`src/rtl/halton_fsm_param.sv`:
```
// halton_fsm_param
// Multi-dimensional Halton point generator. For sequence index k it produces DIMS van der
// Corput values, one per lane, each lane with its own base from {2,3,5,7}. Each lane is an
// unsigned Q0.WIDTH fraction: x_d = floor(vdc(k, b_d) * 2^WIDTH).
//
// Lanes are evaluated one after another by a shared digit engine (digit reversal by a
// constant-divisor mux) followed by a shared restoring divider (rev / pow scaled by 2^WIDTH).
//
// Parameters:
//   WIDTH     bit width of k_in and of each result lane (8..32)
//   DIMS      number of lanes (1..8)
//
// Ports:
//   clk       rising-edge clock
//   rst_n     asynchronous active-low reset
//   start     launch request, sampled only while ready=1
//   k_in      sequence index, captured on accepted start
//   base_sel  lane d base code at bits [2d+1:2d]: 0->2, 1->3, 2->5, 3->7
//   result    lane d at bits [WIDTH*(d+1)-1:WIDTH*d]; valid when done=1
//   done      result valid
//   ready     idle, able to accept start
//   cnt_in    (LDS_BATCH_EN) number of points in the batch, 0 treated as 1
//   out_ack   (LDS_BATCH_EN) consumer accepts the current result
//
// Build option LDS_BATCH_EN: batch mode. done is held until out_ack, then the next index
// (k+1, wrapping) is computed until the batch count is exhausted. Without it, each start
// produces a single point and done is a one-cycle pulse.

module halton_fsm_param #(
    parameter int unsigned WIDTH = 32,
    parameter int unsigned DIMS  = 2
) (
    input  logic                    clk,
    input  logic                    rst_n,
    input  logic                    start,
    input  logic [WIDTH-1:0]        k_in,
    input  logic [2*DIMS-1:0]       base_sel,
`ifdef LDS_BATCH_EN
    input  logic [WIDTH-1:0]        cnt_in,
    input  logic                    out_ack,
`endif
    output logic [WIDTH*DIMS-1:0]   result,
    output logic                    done,
    output logic                    ready
);

    // rev/pow need 3 extra bits: pow <= 7*k < 2^(WIDTH+3).
    localparam int unsigned RW = WIDTH + 3;
    localparam int unsigned DW = (DIMS > 1) ? $clog2(DIMS) : 1;
    localparam int unsigned CW = $clog2(WIDTH);

    typedef enum logic [2:0] {
        StIdle,
        StDigit,
        StDiv,
        StNextDim,
        StDone
    } state_e;

    state_e                  state_q, state_d;
    logic [WIDTH-1:0]        k_q, k_d;
    logic [2*DIMS-1:0]       sel_q, sel_d;
    logic [DW-1:0]           d_q, d_d;
    logic [WIDTH-1:0]        q_q, q_d;
    logic [RW-1:0]           rev_q, rev_d;
    logic [RW-1:0]           pow_q, pow_d;
    logic [RW:0]             rem_q, rem_d;
    logic [WIDTH-1:0]        quo_q, quo_d;
    logic [CW-1:0]           cnt_q, cnt_d;
    logic [WIDTH*DIMS-1:0]   result_q, result_d;
`ifdef LDS_BATCH_EN
    logic [WIDTH-1:0]        bcnt_q, bcnt_d;
`endif

    // Digit engine: one base-b digit of q per cycle.
    logic [1:0]              cur_sel;
    logic [2:0]              base3;
    logic [WIDTH-1:0]        q_div;
    logic [WIDTH-1:0]        q_rem;
    logic [RW-1:0]           rev_step;
    logic [RW-1:0]           pow_step;

    always_comb begin
        cur_sel = sel_q[2*int'(d_q) +: 2];
        base3   = 3'd2;
        q_div   = '0;
        unique case (cur_sel)
            2'd0: begin base3 = 3'd2; q_div = q_q / WIDTH'(2); end
            2'd1: begin base3 = 3'd3; q_div = q_q / WIDTH'(3); end
            2'd2: begin base3 = 3'd5; q_div = q_q / WIDTH'(5); end
            2'd3: begin base3 = 3'd7; q_div = q_q / WIDTH'(7); end
        endcase
        q_rem    = q_q - q_div * WIDTH'(base3);
        rev_step = rev_q * RW'(base3) + RW'(q_rem);
        pow_step = pow_q * RW'(base3);
    end

    // Restoring divider step: one quotient bit of rev*2^WIDTH/pow per cycle.
    // rem < pow < 2^RW always, so the shifted remainder fits in RW+1 bits.
    logic [RW:0]             rem_sh;
    logic [RW:0]             pow_ext;
    logic                    div_ge;
    logic [RW:0]             rem_nx;
    logic [WIDTH-1:0]        quo_nx;

    always_comb begin
        rem_sh  = rem_q << 1;
        pow_ext = {1'b0, pow_q};
        div_ge  = (rem_sh >= pow_ext);
        rem_nx  = div_ge ? (rem_sh - pow_ext) : rem_sh;
        quo_nx  = (quo_q << 1) | WIDTH'(div_ge);
    end

    always_comb begin
        state_d  = state_q;
        k_d      = k_q;
        sel_d    = sel_q;
        d_d      = d_q;
        q_d      = q_q;
        rev_d    = rev_q;
        pow_d    = pow_q;
        rem_d    = rem_q;
        quo_d    = quo_q;
        cnt_d    = cnt_q;
        result_d = result_q;
`ifdef LDS_BATCH_EN
        bcnt_d   = bcnt_q;
`endif

        unique case (state_q)
            StIdle: begin
                if (start) begin
                    k_d     = k_in;
                    sel_d   = base_sel;
                    d_d     = '0;
                    q_d     = k_in;
                    rev_d   = '0;
                    pow_d   = RW'(1);
`ifdef LDS_BATCH_EN
                    bcnt_d  = (cnt_in == '0) ? WIDTH'(1) : cnt_in;
`endif
                    state_d = StDigit;
                end
            end

            StDigit: begin
                if (q_q == '0) begin
                    // All digits consumed (immediately for k == 0): hand rev/pow to divider.
                    rem_d   = {1'b0, rev_q};
                    quo_d   = '0;
                    cnt_d   = '0;
                    state_d = StDiv;
                end else begin
                    q_d   = q_div;
                    rev_d = rev_step;
                    pow_d = pow_step;
                end
            end

            StDiv: begin
                rem_d = rem_nx;
                quo_d = quo_nx;
                cnt_d = cnt_q + CW'(1);
                if (cnt_q == CW'(WIDTH - 1)) begin
                    result_d[int'(d_q)*WIDTH +: WIDTH] = quo_nx;
                    state_d = StNextDim;
                end
            end

            StNextDim: begin
                if (d_q == DW'(DIMS - 1)) begin
                    state_d = StDone;
                end else begin
                    d_d     = d_q + DW'(1);
                    q_d     = k_q;
                    rev_d   = '0;
                    pow_d   = RW'(1);
                    state_d = StDigit;
                end
            end

            StDone: begin
`ifdef LDS_BATCH_EN
                if (out_ack) begin
                    k_d = k_q + WIDTH'(1);
                    if (bcnt_q <= WIDTH'(1)) begin
                        bcnt_d  = '0;
                        state_d = StIdle;
                    end else begin
                        bcnt_d  = bcnt_q - WIDTH'(1);
                        d_d     = '0;
                        q_d     = k_q + WIDTH'(1);
                        rev_d   = '0;
                        pow_d   = RW'(1);
                        state_d = StDigit;
                    end
                end
`else
                state_d = StIdle;
`endif
            end

            default: state_d = StIdle;
        endcase
    end

    always_ff @(posedge clk or negedge rst_n) begin
        if (!rst_n) begin
            state_q  <= StIdle;
            k_q      <= '0;
            sel_q    <= '0;
            d_q      <= '0;
            q_q      <= '0;
            rev_q    <= '0;
            pow_q    <= '0;
            rem_q    <= '0;
            quo_q    <= '0;
            cnt_q    <= '0;
            result_q <= '0;
`ifdef LDS_BATCH_EN
            bcnt_q   <= '0;
`endif
        end else begin
            state_q  <= state_d;
            k_q      <= k_d;
            sel_q    <= sel_d;
            d_q      <= d_d;
            q_q      <= q_d;
            rev_q    <= rev_d;
            pow_q    <= pow_d;
            rem_q    <= rem_d;
            quo_q    <= quo_d;
            cnt_q    <= cnt_d;
            result_q <= result_d;
`ifdef LDS_BATCH_EN
            bcnt_q   <= bcnt_d;
`endif
        end
    end

    assign ready  = (state_q == StIdle);
    assign done   = (state_q == StDone);
    assign result = result_q;

endmodule

```
`config.mk`:
```
export PLATFORM = sky130hd
export DESIGN_NAME = halton_fsm_param
export DESIGN_NICKNAME = d
export VERILOG_FILES = /design/src/rtl/halton_fsm_param.sv
export SDC_FILE = /design/constraint.sdc
export NUM_CORES = 1
export LEC_CHECK = 0
export ABC_AREA = 1
export CORE_MARGIN = 3
export CORE_UTILIZATION = 42
export DETAILED_ROUTE_END_ITERATION = 7
export PLACE_DENSITY_LB_ADDON = 0.05
export SYNTH_ARGS = -nofsm -noshare
export SYNTH_HDL_FRONTEND = slang
export SYNTH_SLANG_ARGS = --single-unit
```
`constraint.sdc`:
```
create_clock -name clk -period 93.2 [get_ports clk]
set_input_delay 13.98 -clock clk [delete_from_list [all_inputs] [get_ports clk]]
set_output_delay 13.98 -clock clk [all_outputs]
set_load 0.01 [all_outputs]
```
==> reports/metrics.yaml <==
sta:
  final.setup.tns_ps: 0
  finalCritPeriodShare_pct: 74.5
  maxSlewHeadroom_pct: 35.2
  finalClockSkew_ps: 28.2
  max_freq_mhz: 14.4
  final_hold_viol_count: 0
  fin_hold_ws_ps: 481
  fin_crit_ps: 69440
  rsz0062_at_grt: "false"
  slew_viol_final: 0
  setup_ws_ps: 23760
  setup_viol: 0
  tightest_slew_ps: 972
final_layout:
  num-fill-cells: 12186
  finalInstanceArea_sq_um: 51900
  final_common_cell: "nand2_1"
  layout_common_cells: "nand2_1 (1806), inv_1 (1010), nor2_1 (658)"
  final_nets: 7694
  drive_above_1_share_pct: 18.6
  area_growth_pct: 6.38
route:
  firstDrtPassIters: 5
  drt-total-wl_mm: 153
  vias: 45738
  ant_nets: 0
  drc: 0
  vias_per_cell: 5.18
  drtIter0Drc: 3203
  wl_per_cell_um: 17.3
cts:
  hold_buffers: 0
  ctsRootBufferMaster: "clkbuf_16"
  cts_max_level: 2
  cts.sinks: 277
  clockBufferDepth: 3
  cts_buffers: 36
  post-cts-setup-buffers: 0
  clk_latency_ps: 560
  cts_tree: "yes"
  path_clk_slew_ps: 60
  cts_resized: 0
setup_path:
  cp_max_fo: 44
  slowest_stage: "nor2_2"
  cp-end-kind: "flip-flop"
  critical_path.startpoint_type: "flip-flop"
  timing.critical_path.mode_cell: "inv_1"
  crit_required_ps: 93650
  cp_data_arrival_time_ps: 69890
  crit_path_max_incr_delay_ps: 570
  path_class: "reg -> reg"
  r2r_setup_slack_ps: 23760
logic_synthesis:
  synth_warnings: 0
  synth_nets: 7697
  netlist_instances: 7299
  syn_avg_cell_area_sq_um: 6.68
  synthDistinctLibCells: 85
  ys_ff_latch: 277
  syn_area_sq_um: 48800
  ys_seq_area_share_pct: 14.2
flow_run:
  max_cap_violations: 0
power:
  intPower_mw: 0.211
  swShare_pct: 24.1
  power_switching_mw: 0.0672
  power_frac_clock_pct: 53.1
  power_density_nw_per_um2: 5.36
  ir_drop_v: 0.0000134
  p_leak_nw: 29.9
  combPwrFrac_pct: 3.6
  pwr-share-seq_pct: 43.3
global_route:
  grt.busiest_layer: "met2"
  grt_max_degree: 104
  grtUsageMet1_pct: 36.3
  grt_overflow_total: 0
  use_met2_pct: 41.1
  met3_usage_pct: 2.96
  grt_first_pass_wirelength_mm: 248
  grt_usage_pct: 25.2
  antenna_found_initial: 9
  first_global_vias: 44392
die:
  dieArea_sq_um: 120000
  die_x_um: 347
  num_rows: 124
  floorplan.initialDensity_pct: 42.5
  ios: 105
  fp.dieH_um: 347
  core-area_sq_um: 115000
min_path:
  hold_class: "reg -> reg"
placed_design:
  portBuffers: 104
  gp_congestion: 0.903
  post_dp_cell_area_sq_um: 50700
  pre_cts_ws_ps: 24050
  hpwl_mm: 123
status:
  status: "complete, no violations"
-- layer usage --
metal / part of all wire (%) / vias to the layer above
li1: - / 23279
met1: 49 / 21360
met2: 45 / 955
met3: 5.0 / 136
met4: 1.5 / 8
met5: 0.036 / -
-- per-stage QoR --
stage	util [%]	instances	power, mW
CTS	45.2	8834	0.282
global route	45.2	8834	0.288
detailed placement	44.1	8770	0.133
floorplan	-	7299	0.126
global placement	44.1	8770	0.133
finish	45.2	8838	0.278
-- final timing paths --
check	cells past startpoint	endpoint	from
setup / recovery	375	rev_q[34]	d_q
hold / removal	2	k_q[7]	k_q[7]
setup reg to reg	375	rev_q[34]	d_q
hold reg to reg	2	k_q[7]	k_q[7]
max in group asynchronous	2	cnt_q[2]	rst_n
min in group asynchronous	1	result[45]	rst_n
-- flip-flops by register name (all words and copies together) (netlist names), 3 cells and up --
register  flops
cnt_q         5
quo_q        31
k_q          32
sel_q         4
q_q          32
state_q       3
rev_q        35
rem_q        35
result       64
pow_q        35
-- power by group through the flow --
stage	registers [mW]	clock network [mW]	logic, mW
after floorplan	0.123	0	0.00329
after global placement	0.123	0	0.0103
after detailed placement	0.123	0	0.0103
after CTS	0.121	0.151	0.0104
after global routing	0.120	0.156	0.0112
final	0.121	0.148	0.0100
-- final cells by class --
class	instances	area (sq um)	share of cell area, %
antenna	4	10.0	0.0193
clock buffer	48	1010	1.94
clock inverter	16	208	0.400
inverter	1228	4960	9.56
multi-input combinational	5620	35600	68.6
sequential	277	6930	13.4
tap	1512	1890	3.65
timing repair buffer	133	1260	2.44
-- cell usage after synthesis, drive strengths merged --
cell | n | area, sq um
o2111ai | 9 | 78.8
or2 | 9 | 58.8
dfrtp | 277 | 6930
a22o | 3 | 26.3
o221ai | 4 | 35.0
a211oi | 8 | 60.1
and3 | 1 | 6.26
nor4 | 6 | 37.5
clkbuf | 104 | 400
o31ai | 12 | 90.1
o21a | 5 | 38.8
mux2i | 2 | 20.0
xor2 | 133 | 1190
buf | 70 | 923
nor2 | 897 | 4690
o22ai | 65 | 419
nor4b | 1 | 8.76
nor3b | 3 | 22.5
clkinvlp | 6 | 35.0
o211ai | 12 | 90.1
a21o | 5 | 40.0
clkinv | 71 | 349
nand3b | 46 | 360
o21ai | 457 | 2690
nor3 | 49 | 255
o32ai | 8 | 70.1
xnor2 | 54 | 488
a221oi | 26 | 228
a2111oi | 2 | 17.5
ha | 203 | 2540
a31oi | 6 | 37.5
bufinv | 12 | 223
nand4 | 176 | 1230
and2 | 5 | 33.8
inv | 1139 | 4350
o41ai | 1 | 8.76
o21bai | 38 | 323
fa | 156 | 3120
o311ai | 4 | 35.0
a21oi | 245 | 1320
nand2 | 2280 | 10700
nand3 | 667 | 5040
a22oi | 22 | 165
-- kinds of logic (layout without fill, tap and decap cells) --
group / after synthesis / in the layout / synth area share [%]
simple gates: 4140 / 4140 / 46.0
buf+inv: 1402 / 1425 / 12.9
compound gates: 932 / 932 / 11.8
fa+ha+maj: 359 / 359 / 11.6
flops: 277 / 277 / 14.2
xor+xnor: 187 / 187 / 3.43
mux: 2 / 2 / 0.0410
other cells: 0 / 4 / 0
-- critical path: cells and delay by family, from the launching register on --
family | cells | cell delay (ps)
and+or+nand+nor | 189 | 31790
AOI/OAI and AO/OA | 56 | 12570
xor gates and xnor gates | 20 | 5700
buffers and inverters | 73 | 6520
muxes | 1 | 230
DFF | 1 | 470
adders and majority gates | 36 | 11780
Note: power is estimated with default switching activity, not from simulation.
